**config.mk**
```make
export PLATFORM = sky130hd
export DESIGN_NAME = acc_reg_bank
export DESIGN_NICKNAME = d
export VERILOG_FILES = /design/src/rtl/acc_pkg.sv /design/src/rtl/acc_alu.sv /design/src/rtl/acc_reg_bank.sv
export SDC_FILE = /design/constraint.sdc
export NUM_CORES = 1
export LEC_CHECK = 0
export ABC_AREA = 1
export CAP_MARGIN = 20
export CORE_ASPECT_RATIO = 1.1
export CORE_MARGIN = 1
export CORE_UTILIZATION = 45
export CTS_CLUSTER_SIZE = 28
export DETAILED_ROUTE_END_ITERATION = 10
export GPL_TIMING_DRIVEN = 0
export PLACE_DENSITY = 0.7
export SETUP_SLACK_MARGIN = 0.4
export SYNTH_ARGS = -nofsm -noshare
export SYNTH_HDL_FRONTEND = slang
export SYNTH_SLANG_ARGS = --single-unit
```
**constraint.sdc**
```tcl
create_clock -name reg_clk -period 1.9 [get_ports reg_clk]
set_input_delay 0.19 -clock reg_clk [delete_from_list [all_inputs] [get_ports reg_clk]]
set_output_delay 0.19 -clock reg_clk [all_outputs]
set_load 0.005 [all_outputs]
```
**src/rtl/acc_pkg.sv**
```systemverilog
// Shared opcode definitions for the accumulator register bank.
package acc_pkg;

    localparam int OP_W = 4;

    typedef enum logic [OP_W-1:0] {
        OP_NOP     = 4'd0,
        OP_LOAD_ZX = 4'd1,
        OP_LOAD_SX = 4'd2,
        OP_LOAD_HI = 4'd3,
        OP_CLR     = 4'd4,
        OP_INC     = 4'd5,
        OP_DEC     = 4'd6,
        OP_SHL     = 4'd7,
        OP_SHR     = 4'd8,
        OP_ROL     = 4'd9,
        OP_ROR     = 4'd10,
        OP_ASR     = 4'd11
    } acc_op_e;

    // Codes above OP_ASR are reserved and must raise op_err.
    function automatic logic is_legal_op(input logic [OP_W-1:0] op);
        return (op <= OP_ASR);
    endfunction

endpackage

```
**src/rtl/acc_alu.sv**
```systemverilog
// Combinational next-value and carry logic for one register of the bank.
module acc_alu
    import acc_pkg::*;
#(
    parameter int DATA_W = 8,
    parameter int IN_W   = 4
) (
    input  logic [OP_W-1:0]   op,
    input  logic [DATA_W-1:0] cur_val,
    input  logic [IN_W-1:0]   din,
    output logic [DATA_W-1:0] nxt_val,
    output logic              nxt_c,
    output logic              wr_en
);

    always_comb begin
        nxt_val = cur_val;
        nxt_c   = 1'b0;
        wr_en   = 1'b1;
        case (op)
            OP_LOAD_ZX: nxt_val = DATA_W'(din);
            OP_LOAD_SX: nxt_val = DATA_W'($signed(din));
            // Part-select covers the whole word when IN_W == DATA_W.
            OP_LOAD_HI: nxt_val[DATA_W-1 -: IN_W] = din;
            OP_CLR:     nxt_val = '0;
            OP_INC:     {nxt_c, nxt_val} = (DATA_W+1)'(cur_val) + (DATA_W+1)'(1);
            OP_DEC: begin
                nxt_val = cur_val - DATA_W'(1);
                nxt_c   = (cur_val == '0);
            end
            OP_SHL: begin
                nxt_val = cur_val << 1;
                nxt_c   = cur_val[DATA_W-1];
            end
            OP_SHR: begin
                nxt_val = cur_val >> 1;
                nxt_c   = cur_val[0];
            end
            OP_ROL: begin
                nxt_val = {cur_val[DATA_W-2:0], cur_val[DATA_W-1]};
                nxt_c   = cur_val[DATA_W-1];
            end
            OP_ROR: begin
                nxt_val = {cur_val[0], cur_val[DATA_W-1:1]};
                nxt_c   = cur_val[0];
            end
            OP_ASR: begin
                nxt_val = $unsigned($signed(cur_val) >>> 1);
                nxt_c   = cur_val[0];
            end
            default: wr_en = 1'b0;
        endcase
    end

endmodule

```
**src/rtl/acc_reg_bank.sv**
```systemverilog
// Register bank with load/arith/shift ops, Z/C/N flags, error pulse and two async read ports.
module acc_reg_bank
    import acc_pkg::*;
#(
    parameter int DATA_W   = 8,
    parameter int IN_W     = 4,
    parameter int NUM_REGS = 4,
    parameter int SEL_W    = (NUM_REGS > 1) ? $clog2(NUM_REGS) : 1
) (
    input  logic              reg_clk,
    input  logic              reg_rst,
    input  logic              reg_en,
    input  logic [OP_W-1:0]   reg_op,
    input  logic [SEL_W-1:0]  wr_sel,
    input  logic [IN_W-1:0]   data_in,
    input  logic [SEL_W-1:0]  rd_sel_a,
    input  logic [SEL_W-1:0]  rd_sel_b,
    output logic [DATA_W-1:0] data_out_a,
    output logic [DATA_W-1:0] data_out_b,
    output logic              flag_z,
    output logic              flag_c,
    output logic              flag_n,
    output logic              op_err
);

    logic [DATA_W-1:0] regs [NUM_REGS];
    logic [DATA_W-1:0] cur_val;
    logic [DATA_W-1:0] nxt_val;
    logic              nxt_c;
    logic              alu_wr_en;
    logic              legal;

    assign legal = is_legal_op(reg_op) && (int'(wr_sel) < NUM_REGS);

    // Select muxes compare against every index so out-of-range selects yield 0.
    always_comb begin
        cur_val    = '0;
        data_out_a = '0;
        data_out_b = '0;
        for (int i = 0; i < NUM_REGS; i++) begin
            if (wr_sel == SEL_W'(i))   cur_val    = regs[i];
            if (rd_sel_a == SEL_W'(i)) data_out_a = regs[i];
            if (rd_sel_b == SEL_W'(i)) data_out_b = regs[i];
        end
    end

    acc_alu #(
        .DATA_W (DATA_W),
        .IN_W   (IN_W)
    ) u_alu (
        .op      (reg_op),
        .cur_val (cur_val),
        .din     (data_in),
        .nxt_val (nxt_val),
        .nxt_c   (nxt_c),
        .wr_en   (alu_wr_en)
    );

    always_ff @(posedge reg_clk or posedge reg_rst) begin
        if (reg_rst) begin
            for (int i = 0; i < NUM_REGS; i++) regs[i] <= '0;
            flag_z <= 1'b0;
            flag_c <= 1'b0;
            flag_n <= 1'b0;
            op_err <= 1'b0;
        end else begin
            op_err <= 1'b0;
            if (reg_en) begin
                if (!legal) begin
                    op_err <= 1'b1;
                end else if (alu_wr_en) begin
                    for (int i = 0; i < NUM_REGS; i++)
                        if (wr_sel == SEL_W'(i)) regs[i] <= nxt_val;
                    flag_z <= (nxt_val == '0);
                    flag_c <= nxt_c;
                    flag_n <= nxt_val[DATA_W-1];
                end
            end
        end
    end

endmodule

```
==> run summary, run 1 <==
The floorplan step defined a die boundary enclosing 0.00684 sq mm. For the finished layout, the period the worst path requires is 2.14 ns. The tool flagged a number of max-cap violations equal to 0. The clock passes through at most 2 buffers.

The tree is rooted in a clkbuf_8. In this run the worst path has a maximum fanout of 5. Critical path start-end classification: reg2reg.

The synthesized netlist contains 30 unique library cells. During synthesis, Yosys emitted a total of 0 warnings. The average cell area after synthesis was 6.34 sq um; the number of failing hold endpoints at the final stage was 0. The wire length per cell after detailed routing came out at 19.9 um. Once detail routing completed, the nets flagged for antenna violations numbered 0.

The worst relative slew slack came out at 53.6%. The later pin in the worst-skew pair is clocked with a latency of 0.30 ns. For the DRC violation total after the first TritonRoute iteration, the log shows 496. The library cell used most frequently in the layout, excluding fill and tap cells, is nand2_1. The die is 86.6 um tall. The synthesized netlist occupies a cell area of 0.00293 sq mm. Counting every sink on the clock net gives 36.

Setup repair after global routing could not meet its margin everywhere. The logs give 2.33 ns for the worst path arrival time and 0.967 for the last weighted congestion value of the routability-driven placer. Sort of element at the end of the critical path: a register. The routed design has 12,800 um of wire.

The synthesized design contains 0 enable-type register cells. The detailed-route DRC error count came out at 0. The startpoint identified for the worst register-to-register timing path is regs[16]. The run gives 581 as the final net count. The number of diodes is 0.

The worst register-to-register path has a setup slack of -0.24 ns. The worst setup path is launched from a register. After floorplanning, the core was sized to cover 0.00623 sq mm.

Once detailed placement completed, the half-perimeter wirelength came to 6880 um. The routed layout has 4,004 vias. The final worst-path cycle share came out at 112%. TritonCTS built the clock tree.

In this run the core area contains 30 standard-cell rows. The run gives 2.09 ns as the required time of the critical path. In the synthesized netlist the async set-or-reset flop fraction comes to 100%. The library cells used most frequently in the layout, excluding fill and tap cells, are nand2_1, inv_1, nand3_1. The die is 78.9 um wide.

Of the synthesized area, sequential elements account for 30.7%. The area added between synthesis and finish came out at 56.4%. Reg-to-reg critical path endpoint: flag_z. The via count of the first global-routing pass was 3,567.

The final-report max-slew violation count is 0, and the via density per instance is 6.23. When the netlist entered floorplanning its net count stood at 481. For this run, the share of the core covered by cells in the final layout is 73.6%. The setup-violating endpoint count in the final report is 31. The worst min-delay path class is in2async. Most frequently used flop master after synthesis: dfrtp_1. The run gives 17,200 um as the global-route wire length before repair.

The count of state elements after synthesis is 36. The logs give 0 for the initial antenna violation count and -0.235 ns for the final worst setup slack. Once the floorplan was initialized, standard cells occupied 47.0% of the core. For the final database, setup skew stands at 0.00852 ns. The pre-antenna-repair detailed-routing pass consisted of 6 iterations. Based on the critical path, the design can be clocked at up to 468 MHz. IR analysis of the VDD net gives a maximum drop of 352 uV. Clock-pin slew was measured on the worst setup and hold paths at 0.08 ns. The checks that failed: setup timing.

For the worst flop-to-flop path, the logic depth is 16. For this design the top-level I/O count stands at 37. The count of buffers added on input and output ports is 36. Of the cells placed in the final design, the portion with a size suffix greater than 1 is 42.5%.

Summed over all cells, the static leakage comes to 2.20 nW. The leftover overflow at the end of global routing is 0. Synthesis produced a netlist whose cell count is 462. The layout filler cell count came out at 472.

Hold timing on the final database bottoms out at a slack of 0.292 ns. The logs give 22 for the largest net degree at the start of global routing and 32.4% for the global-route usage over all layers. For the pin with the worst max-slew slack, the measured transition is 0.696 ns. The flow ran to the end, but the final reports show violations. Power spread over the standard cell area amounts to 837 mW/mm^2. The number of clock buffers added by TritonCTS is 5. The tools report the H-tree level count as 2.
[cell families (layout without fill, tap and decap cells)]
logic type,after synthesis,count (layout),synth area share [%]
AND/OR/NAND/NOR,265,265,41.7
adder cells (fa/ha/maj),2,2,0.854
buffers and inverters,71,172,9.95
flip-flops,36,36,30.7
AO/OA/AOI/OAI,88,88,16.7
[metal layers]
metal / GRT usage [%] / wire length, um / vias up
li1: - / - / 1745
met1: 36.7 / 4330 / 1800
met2: 58.0 / 6170 / 333
met3: 5.68 / 1230 / 126
met4: 17.2 / 1080 / 0
met5: 0 / 0 / -
[synth_stat cells, types with 2 or more instances]
| cell type | number | share of area [%] |
|---|---|---|
| nand4_2 | 4 | 1.7 |
| nor2_4 | 2 | 0.77 |
| clkbuf_1 | 2 | 0.26 |
| nand2_2 | 5 | 1.1 |
| ha_1 | 2 | 0.85 |
| nor3_1 | 2 | 0.34 |
| a22oi_1 | 2 | 0.51 |
| nand3_2 | 3 | 1.0 |
| dfrtp_1 | 36 | 31 |
| nor2_2 | 7 | 1.5 |
| a21oi_1 | 13 | 2.2 |
| o22ai_1 | 9 | 1.9 |
| buf_4 | 2 | 0.51 |
| a221oi_1 | 6 | 1.8 |
| nor3_2 | 2 | 0.68 |
| o21ai_0 | 47 | 8.0 |
| inv_1 | 57 | 7.3 |
| nor2_1 | 35 | 4.5 |
| nand2_1 | 135 | 17 |
| o21ai_1 | 7 | 1.2 |
| inv_2 | 5 | 0.64 |
| buf_2 | 2 | 0.34 |
| o211ai_1 | 2 | 0.51 |
| nand3_1 | 61 | 10 |
| nand4_1 | 8 | 1.7 |
| buf_6 | 2 | 0.77 |
[stage by stage]
stage / instances / TNS, ns / area, sq um / total power, mW / setup WS [ns]
4_1_cts: 635 / -0.126 / 4220 / 3.36 / -0.0589
3_5_place_dp: 579 / -26.11 / 3460 / 2.38 / -0.896
2_1_floorplan: 462 / 0 / 2970 / 1.88 / 0.0672
6_report: 643 / -2.92 / 4580 / 3.84 / -0.235
3_3_place_gp: 578 / -26.40 / 3430 / 2.34 / -0.903
5_1_grt: 643 / -4.44 / 4580 / 4.00 / -0.328
[flip-flops by register name, indices dropped and copies added (netlist names)]
| name | count |
|---|---|
| flag_n | 1 |
| flag_c | 1 |
| op_err | 1 |
| flag_z | 1 |
| regs | 32 |
[critical path, cell delays in order, from the launching register on]
cell and delay [ns]:
dfrtp_1 0.45, nand3_2 0.16, buf_6 0.15, buf_6 0.12, nand4_4 0.13, ha_4 0.18, nand2_4 0.07, nor2_4 0.16
nand2_1 0.07, nand2_1 0.08, nand3_2 0.08, nand2_2 0.10, nand2_4 0.09, nand2_1 0.07, inv_1 0.04, nand2_1 0.05
nand2_1 0.05
[worst max path at each step]
| stage | slack, ns | endpoint | startpoint |
|---|---|---|---|
| floorplan | 0.07 | flag_z | regs[16] |
| global placement | -0.90 | flag_z | wr_sel[1] |
| detailed placement | -0.90 | flag_z | wr_sel[1] |
| CTS | -0.06 | flag_z | regs[8] |
| global route | -0.33 | flag_z | regs[16] |
| finish | -0.24 | flag_z | regs[16] |
[cell type report]
class,count,area [sq um],area share (%)
flip-flops and latches,36,901,19.7
clock inverters,3,18.8,0.410
inverters,63,258,5.62
clock buffers,5,68.8,1.50
repair buffers,93,832,18.2
well taps,80,100,2.18
multi-input cells,355,2330,50.9
plain buffers,8,73.8,1.61
[where the power goes]
part           internal [mW]  leakage [nW]  switching (mW)
Sequential             0.933         0.471           0.209
Clock                  0.256        0.0479           0.300
Combinational          0.928          1.68            1.21
[repair_timing]
action                     CTS  global route
hold buffers                 0             0
setup endpoints to repair   51            51
cloned                       0             0
buffers inserted            48             8
gates resized for setup    199            99
pin swaps                   51            29
Note: power is estimated with default switching activity, not from simulation.
==> run 2: changes to the inputs <==
ABC_AREA = unset   (was 1)
==> run 2 against run 1 <==
Net effect: the run still ends with setup timing left; fmax decreased by 18%; highest routed layer unchanged; sequential share of layout area increased by 1.5 points; routed wire length decreased by 26%.
==> run summary, run 2 <==
The tools report the routed via count as 2,758 (was 4,004). The internal power component was 3.32 mW (was 2.12 mW). The count of state elements after synthesis was 36 (unchanged). The number of clock sinks seen by CTS was 36 (unchanged); the transition time of the tightest slew-check pin was 0.777 ns (was 0.696 ns). Critical path start-end classification: reg2reg (unchanged). Worst min-delay path class: in2async (unchanged). The net count after synthesis was 286 (was 481). The sum of net half-perimeters after detailed placement came out at 5680 um (was 6880 um). The largest net degree at the start of global routing came out at 20 (was 22).

For the total number of yosys warnings, the log shows 0 (unchanged). For the clock share of power, the log shows 10.9% (was 14.5%). The run gives 37 (unchanged) as the I/O pin count. The global-route wire length before repair was 14,600 um (was 17,200 um). For the final-report max-slew violation count, the log shows 0 (unchanged).

The worst clock skew is 0.00827 ns (was 0.00852 ns), and the sequential cell area is 903 sq um (was 901 sq um). Commonest non-fill, non-tap cells in the layout: buf_6, dfrtp_1, mux4_2 (was nand2_1, inv_1, nand3_1). The logs give 160 (was 496) for the DRC violation total after the first TritonRoute iteration and 2.03 mW (was 1.72 mW) for the power spent charging and discharging nets. The chip width was 78.1 um (was 78.9 um); the number of failing hold endpoints at the final stage was 0 (unchanged). The clock latency reported for the late side of the worst-skew pair was 0.30 ns (about the same). Highest net fanout along the worst path: 4 (was 5). The cell area after technology mapping was 0.00287 sq mm (was 0.00293 sq mm).

The peak per-stage delay on the critical path was 0.50 ns (was 0.45 ns); the layout filler cell count was 438 (was 472). The leftover overflow at the end of global routing came out at 0 (unchanged). The global-route usage over all layers was 28.9% (was 32.4%). The combinational group share of total power is 64.8% (was 55.7%), and the H-tree level count is 2 (unchanged).

The most frequently used flop master after synthesis was dfrtp_1 (unchanged). Cell types occupying the most area after synthesis: dfrtp_1, mux4_2, mux2_2 (was dfrtp_1, nand2_1, nand3_1). The effective utilization at floorplan came out at 46.6% (was 47.0%).

The tools report the buffer type at the clock tree root as clkbuf_8 (unchanged). The run gives 31.4% (was 30.7%) as the sequential area share after synthesis. Cell taking the most area after synthesis: dfrtp_1 (unchanged). The tools report the type of element launching the critical path as a register (unchanged). The run gives 48.1% (was 53.6%) as the worst relative slew slack. Failing checks: setup timing (unchanged). For the row count, the log shows 30 (unchanged). The run gives 9460 um (was 12,800 um) as the total length of routed wires.

The via count of the first global-routing pass came out at 2,807 (was 3,567). The tools report the overall die area as 0.00670 sq mm (was 0.00684 sq mm). The final worst-path cycle share was 137% (was 112%). The tools report the number of diodes as 0 (unchanged). For the number of antenna-violating nets in the routed design, the log shows 0 (unchanged). The most common cell after layout, fill and taps aside is buf_6 (was nand2_1). Clock transition at the register clock pins on the worst setup and hold paths after CTS: 0.08 ns (about the same). The distinct cell type count of the synthesized netlist is 61 (was 30), and the share of flip-flops with an asynchronous set or reset after synthesis is 100% (unchanged). CP cell instances: mux4_2 > buf_6 > or3_4 > xnor2_4 > o2111ai_2 > o211a_2 > or2_0 > o41ai_2 (was nand3_2 > buf_6 > buf_6 > nand4_4 > ha_4 > nand2_4 > nor2_4 > nand2_1 > nand2_1 > nand3_2 > nand2_2 > nand2_4 > nand2_1 > inv_1 > nand2_1 > nand2_1). For the post-cts hold buffer count, the log shows 0 (unchanged). The maximum clock frequency came out at 383 MHz (was 468 MHz). The die outline height was 85.7 um (was 86.6 um); the final net count was 377 (was 581). The switching power as a share of total power was 38.0% (was 44.8%); the flip-flop count of the largest register after layout was 32 (unchanged). The area added between synthesis and finish was 48.6% (was 56.4%); the number of flops mapped to enable cells by yosys was 0 (unchanged). The flow ran to the end, but the final reports show violations. For the leakage dissipation, the log shows 1.77 nW (was 2.20 nW). For the peak ir drop on the vdd network, the log shows 863 uV (was 352 uV).

The most numerous cell in the Yosys netlist is dfrtp_1 (was nand2_1). TritonCTS built the clock tree. The post-placement cell area was 0.00342 sq mm (was 0.00346 sq mm); the finished layout cell area was 0.00426 sq mm (was 0.00458 sq mm). The sort of element at the end of the critical path was a register (unchanged). The area occupied by multi-input gates is 0.00220 sq mm (was 0.00233 sq mm). The TritonCTS buffer count came out at 5 (unchanged). The largest register by flop count was regs (unchanged). The share of total power in sequential cells is 24.3% (was 29.8%), and the final critical path time including I/O delays and setup is 2.61 ns (was 2.14 ns). The run gives 267 (was 462) as the post-synthesis instance total.

Worst path arrival time: 2.81 ns (was 2.33 ns). The fraction of layout instances using a drive strength above 1 is 56.0% (was 42.5%), and the via density per instance is 6.28 (was 6.23). The tools report the final worst setup slack as -0.708 ns (was -0.235 ns).

The power density over cell area came out at 1250 mW/mm^2 (was 837 mW/mm^2). The tools report the first-pass detailed-route iteration total as 5 (was 6). The count of buffers inserted at the top-level ports works out to 30 (was 36). The proportion of netlist area held by the largest area contributor is 31.4% (was 30.7%). Max-capacitance violation count: 0 (unchanged). The setup-violating endpoint count in the final report is 35 (was 31).

For the last weighted congestion value of the routability-driven placer, the log shows 0.948 (was 0.967). The run gives 2 (unchanged) as the maximum root-to-sink buffer count. The final hold slack came out at 0.330 ns (was 0.292 ns).

For the initial antenna violation count, the log shows 0 (unchanged). Most common library cells after synthesis: dfrtp_1, mux2_2, mux4_2, nor2_1, clkbuf_1 (was nand2_1, nand3_1, inv_1, o21ai_0, dfrtp_1). The wire length per cell after detailed routing was 21.6 um (was 19.9 um); the average cell area after synthesis was 10.7 sq um (was 6.34 sq um). Required time of the critical path: 2.10 ns (was 2.09 ns). Setup repair after global routing could not meet its margin everywhere. The tools report the placeable core region as 0.00616 sq mm (was 0.00623 sq mm). Cell type of the slowest stage on the worst timing path: mux4_2 (was dfrtp_1). The detailed-route DRC error count came out at 0 (unchanged).
[run 2: final timing paths]
| path | depth (start not counted) | startpoint | slack (ns) | endpoint |
|---|---|---|---|---|
| setup / recovery | 8 | regs[2] | -0.71 | flag_z |
| hold / removal | 2 | reg_rst | 0.33 | regs[17] |
| setup reg to reg | 8 | regs[2] | -0.71 | flag_z |
| hold reg to reg | 2 | flag_n | 0.49 | flag_n |
| max in group asynchronous | 3 | reg_rst | 0.99 | regs[26] |
| min in group reg_clk | 2 | flag_n | 0.49 | flag_n |
[run 2: power by group through the flow]
| stage | Combinational (mW) | Clock, mW | Sequential, mW |
|---|---|---|---|
| after global routing | 3.65 | 0.620 | 1.33 |
| after global placement | 2.20 | 0 | 1.31 |
| after floorplan | 1.57 | 0 | 1.25 |
| after detailed placement | 2.25 | 0 | 1.34 |
| after CTS | 3.00 | 0.581 | 1.28 |
| final | 3.47 | 0.583 | 1.30 |
[run 2: layer usage]
metal  vias to the layer above  global-route usage, %  wire length, um
met3                        28                   6.17              530
met5                         -                      0                0
met4                         0                   12.8              292
li1                       1213                      -                -
met2                       127                   50.6             4940
met1                      1390                   34.1             3700
[run 2: stage by stage]
step	worst slack, ns	power (mW)	util [%]	cells	setup TNS (ns)
after floorplan	-0.518	2.82	-	267	-8.55
after global placement	-1.21	3.51	55.1	377	-35.30
after detailed placement	-1.26	3.59	55.6	378	-36.19
after CTS	-0.650	4.86	64.9	430	-16.05
after global routing	-0.786	5.60	69.2	439	-20.06
final	-0.708	5.35	69.2	439	-18.41
[run 2: timing repair]
item / CTS / global route
hold endpoints to repair: 0 / 0
pin swaps: 17 / 8
endpoints found under the setup margin: 51 / 51
gates resized for setup: 126 / 38
buffers inserted: 44 / 9
[run 2: logic make-up (layout without fill, tap and decap cells)]
kind of cell | after synthesis | after routing | share of synthesized area, %
buf+inv | 30 | 122 | 4.75
fa+ha+maj | 2 | 2 | 0.872
mux | 56 | 56 | 31.6
flops | 36 | 36 | 31.4
simple gates | 85 | 85 | 16.3
xor+xnor | 4 | 4 | 1.22
compound gates | 54 | 54 | 13.8
[run 2: worst max-delay path: cells and delay by family (launching register included)]
family / cells / cell delay, ns
compound gates: 3 / 0.60
mux: 1 / 0.50
buf+inv: 1 / 0.14
simple gates: 2 / 0.66
xor+xnor: 1 / 0.19
flops: 1 / 0.43
[run 2: final cells by class]
cell class / count / area share, %
buffer: 21 / 3.11
clock buffer: 8 / 2.11
inverter: 9 / 0.793
multi-input combinational: 201 / 51.7
sequential: 36 / 21.2
tap: 80 / 2.35
timing repair buffer: 84 / 18.8
==> run 3: changes to the inputs <==
--- a/config.mk
+++ b/config.mk
@@ -7,2 +7,3 @@
 export LEC_CHECK = 0
+export ABC_AREA = 1
 export CAP_MARGIN = 20
@@ -19 +20,2 @@
 export SYNTH_SLANG_ARGS = --single-unit
+export TNS_END_PERCENT = 30
==> constraint.sdc (replaced) <==
create_clock -name reg_clk -period 1.9 [get_ports reg_clk]
set_input_delay 0.475 -clock reg_clk [delete_from_list [all_inputs] [get_ports reg_clk]]
set_output_delay 0.475 -clock reg_clk [all_outputs]
set_load 0.005 [all_outputs]
==> run 3 against run 2 <==
Net effect: the run still ends with setup timing left; clock skew grew 0.0017 ns; core utilization rose by 1.3 points; non-clock buffer count fell by 17; setup slack better by 0.57 ns; global-route usage rose by 2.1 points; via count is 33% higher; final cell count rose by 44%; combinational power is 50% lower; critical path depth is 10 higher; clock power rose by 20%; hold slack gained 0.16 ns; sequential cell count unchanged; critical endpoint is now regs[9]; highest routed layer unchanged.
==> run summary, run 3 (synthesis gave the netlist of run 1 again) <==
The first-pass detailed-route iteration total was 5 (unchanged). The uppermost layer routed was met4 (unchanged). The overall die area is 0.00684 sq mm (was 0.00670 sq mm), and the H-tree level count is 2 (unchanged). The run gives 0 (unchanged) as the final-report max-slew violation count. The clock latency reported for the late side of the worst-skew pair is 0.30 ns (about the same). Commonest non-fill, non-tap cells in the layout: nand2_1, nand3_1, inv_1 (was buf_6, dfrtp_1, mux4_2).

The chip width was 78.9 um (was 78.1 um). Setup repair after global routing could not meet its margin everywhere. The maximum root-to-sink buffer count was 2 (unchanged).

The most common cell after layout, fill and taps aside was nand2_1 (was buf_6). Failing checks: setup timing (unchanged). The largest net degree at the start of global routing is 26 (was 20).

Via density per instance: 5.82 (was 6.28). The setup-violating endpoint count in the final report is 9 (was 35), and the global-route usage over all layers is 31.0% (was 28.9%). The leftover overflow at the end of global routing was 0 (unchanged); the total negative setup slack was -0.711 ns (was -18.41 ns). The total length of routed wires was 10,500 um (was 9460 um); the length of routed met2 wiring was 5330 um (was 4940 um).

Final critical path time including I/O delays and setup: 2.04 ns (was 2.61 ns). The number of diodes was 0 (unchanged). The highest net fanout along the worst path was 7 (was 4); the row count was 30 (unchanged).

The run gives 3,375 (was 2,807) as the via count of the first global-routing pass. The final worst-path cycle share is 107% (was 137%), and the met3 wirelength from detailed routing is 522 um (was 530 um). The die outline height was 86.6 um (was 85.7 um).

The number of clock sinks seen by CTS is 36 (unchanged). The worst min-delay path class was reg2reg (was in2async). Critical path start-end classification: in2reg (was reg2reg). For the number of failing hold endpoints at the final stage, the log shows 0 (unchanged).

Number of antenna-violating nets in the routed design: 0 (unchanged). The type of element launching the critical path was an input port (was a register). The peak ir drop on the vdd network is 395 uV (was 863 uV). The transition time of the tightest slew-check pin was 0.596 ns (was 0.777 ns). The finished layout cell area is 0.00439 sq mm (was 0.00426 sq mm). The flip-flop count of the largest register after layout was 32 (unchanged). TritonCTS built the clock tree. The TritonCTS buffer count was 5 (unchanged); the wire length per cell after detailed routing was 16.7 um (was 21.6 um). The clock transition at the register clock pins on the worst setup and hold paths after CTS came out at 0.08 ns (about the same). The effective utilization at floorplan was 47.0% (was 46.6%); the fraction of layout instances using a drive strength above 1 was 35.8% (was 56.0%).

The count of buffers inserted at the top-level ports is 36 (was 30), and the I/O pin count is 37 (unchanged). For the final worst setup slack, the log shows -0.142 ns (was -0.708 ns). Last weighted congestion value of the routability-driven placer: 0.927 (was 0.948). The sum of net half-perimeters after detailed placement came out at 7060 um (was 5680 um). The run finished, with violations left. The power density over cell area was 815 mW/mm^2 (was 1250 mW/mm^2). The tools report the routed via count as 3,669 (was 2,758). The required time of the critical path was 2.12 ns (was 2.10 ns); the maximum clock frequency was 490 MHz (was 383 MHz).

The worst path arrival time is 2.27 ns (was 2.81 ns). The largest register by flop count is regs (unchanged). For the leakage dissipation, the log shows 2.14 nW (was 1.77 nW). The buffer type at the clock tree root was clkbuf_8 (unchanged). The area added between synthesis and finish is 49.8% (was 48.6%). Worst clock skew: 0.0100 ns (was 0.00827 ns). The run gives 0 (unchanged) as the max-capacitance violation count. For the worst relative slew slack, the log shows 60.2% (was 48.1%). The run gives 0 (unchanged) as the post-cts hold buffer count. The initial antenna violation count is 0 (unchanged). The sort of element at the end of the critical path is a register (unchanged). The DRC violation total after the first TritonRoute iteration was 337 (was 160); the detailed-route DRC error count was 0 (unchanged). The placeable core region was 0.00623 sq mm (was 0.00616 sq mm). The logs give 4180 um (was 3700 um) for the wire length on met1 and 16,400 um (was 14,600 um) for the global-route wire length before repair. The logs give 568 (was 377) for the final net count and 0.00350 sq mm (was 0.00342 sq mm) for the post-placement cell area.
==> run 3: cell type report <==
class | count | area, sq um
fill | 526 | 1840
buffer | 8 | 93.8
inverter | 63 | 259
multi-input combinational | 355 | 2180
clock inverter | 3 | 42.5
timing repair buffer | 80 | 739
tap | 80 | 100
clock buffer | 5 | 68.8
sequential | 36 | 903
==> run 3: stage by stage <==
| stage | power [mW] | setup slack (ns) | hold WS (ns) | utilization, % | instances |
|---|---|---|---|---|---|
| floorplan | 1.91 | -0.226 | 0.459 | - | 462 |
| global placement | 2.37 | -1.20 | 0.472 | 55.7 | 578 |
| detailed placement | 2.41 | -1.20 | 0.473 | 56.1 | 579 |
| CTS | 3.30 | -0.181 | 0.484 | 66.2 | 621 |
| global route | 3.77 | -0.255 | 0.515 | 70.5 | 630 |
| finish | 3.58 | -0.142 | 0.490 | 70.5 | 630 |
==> run 3: worst max-delay path, stage by stage <==
cell and delay [ns]:
buf_8 0.10, buf_12 0.13, nor2_4 0.11, nand2_2 0.10
nand3_4 0.10, nand2_4 0.07, ha_4 0.24, inv_2 0.04
nand2_1 0.04, nand3_1 0.08, nor2_1 0.04, nand3_1 0.07
nand2_2 0.07, buf_4 0.13, buf_6 0.10, buf_4 0.12
buf_6 0.12, o21ai_1 0.11
==> run 3: metal layers <==
metal | vias up | global-route usage, %
li1 | 1717 | -
met2 | 174 | 54.9
met5 | - | 0
met1 | 1727 | 37.1
met3 | 51 | 3.68
met4 | 0 | 15.4
==> run 3: final timing paths <==
| path | from | endpoint | slack (ns) | depth (start not counted) |
|---|---|---|---|---|
| max | wr_sel[1] | regs[9] | -0.14 | 18 |
| min | flag_z | flag_z | 0.49 | 2 |
| max reg2reg | regs[16] | regs[9] | -0.14 | 15 |
| min reg2reg | flag_z | flag_z | 0.49 | 2 |
| max in group asynchronous | reg_rst | regs[16] | 0.82 | 3 |
| min in group asynchronous | reg_rst | flag_n | 0.53 | 2 |
==> run 3: report_power, final <==
| group | switching [mW] | total [mW] | internal (mW) |
|---|---|---|---|
| registers | 0.210 | 1.15 | 0.935 |
| clock network | 0.313 | 0.702 | 0.389 |
| logic | 0.978 | 1.73 | 0.752 |
| total | 1.50 | 3.58 | 2.08 |
==> run 3: repair_timing <==
item / CTS / global route
resized for setup: 214 / 54
endpoints found under the hold margin: 0 / 0
setup buffers: 34 / 9
pin swaps: 38 / 28
endpoints found under the setup margin: 55 / 55
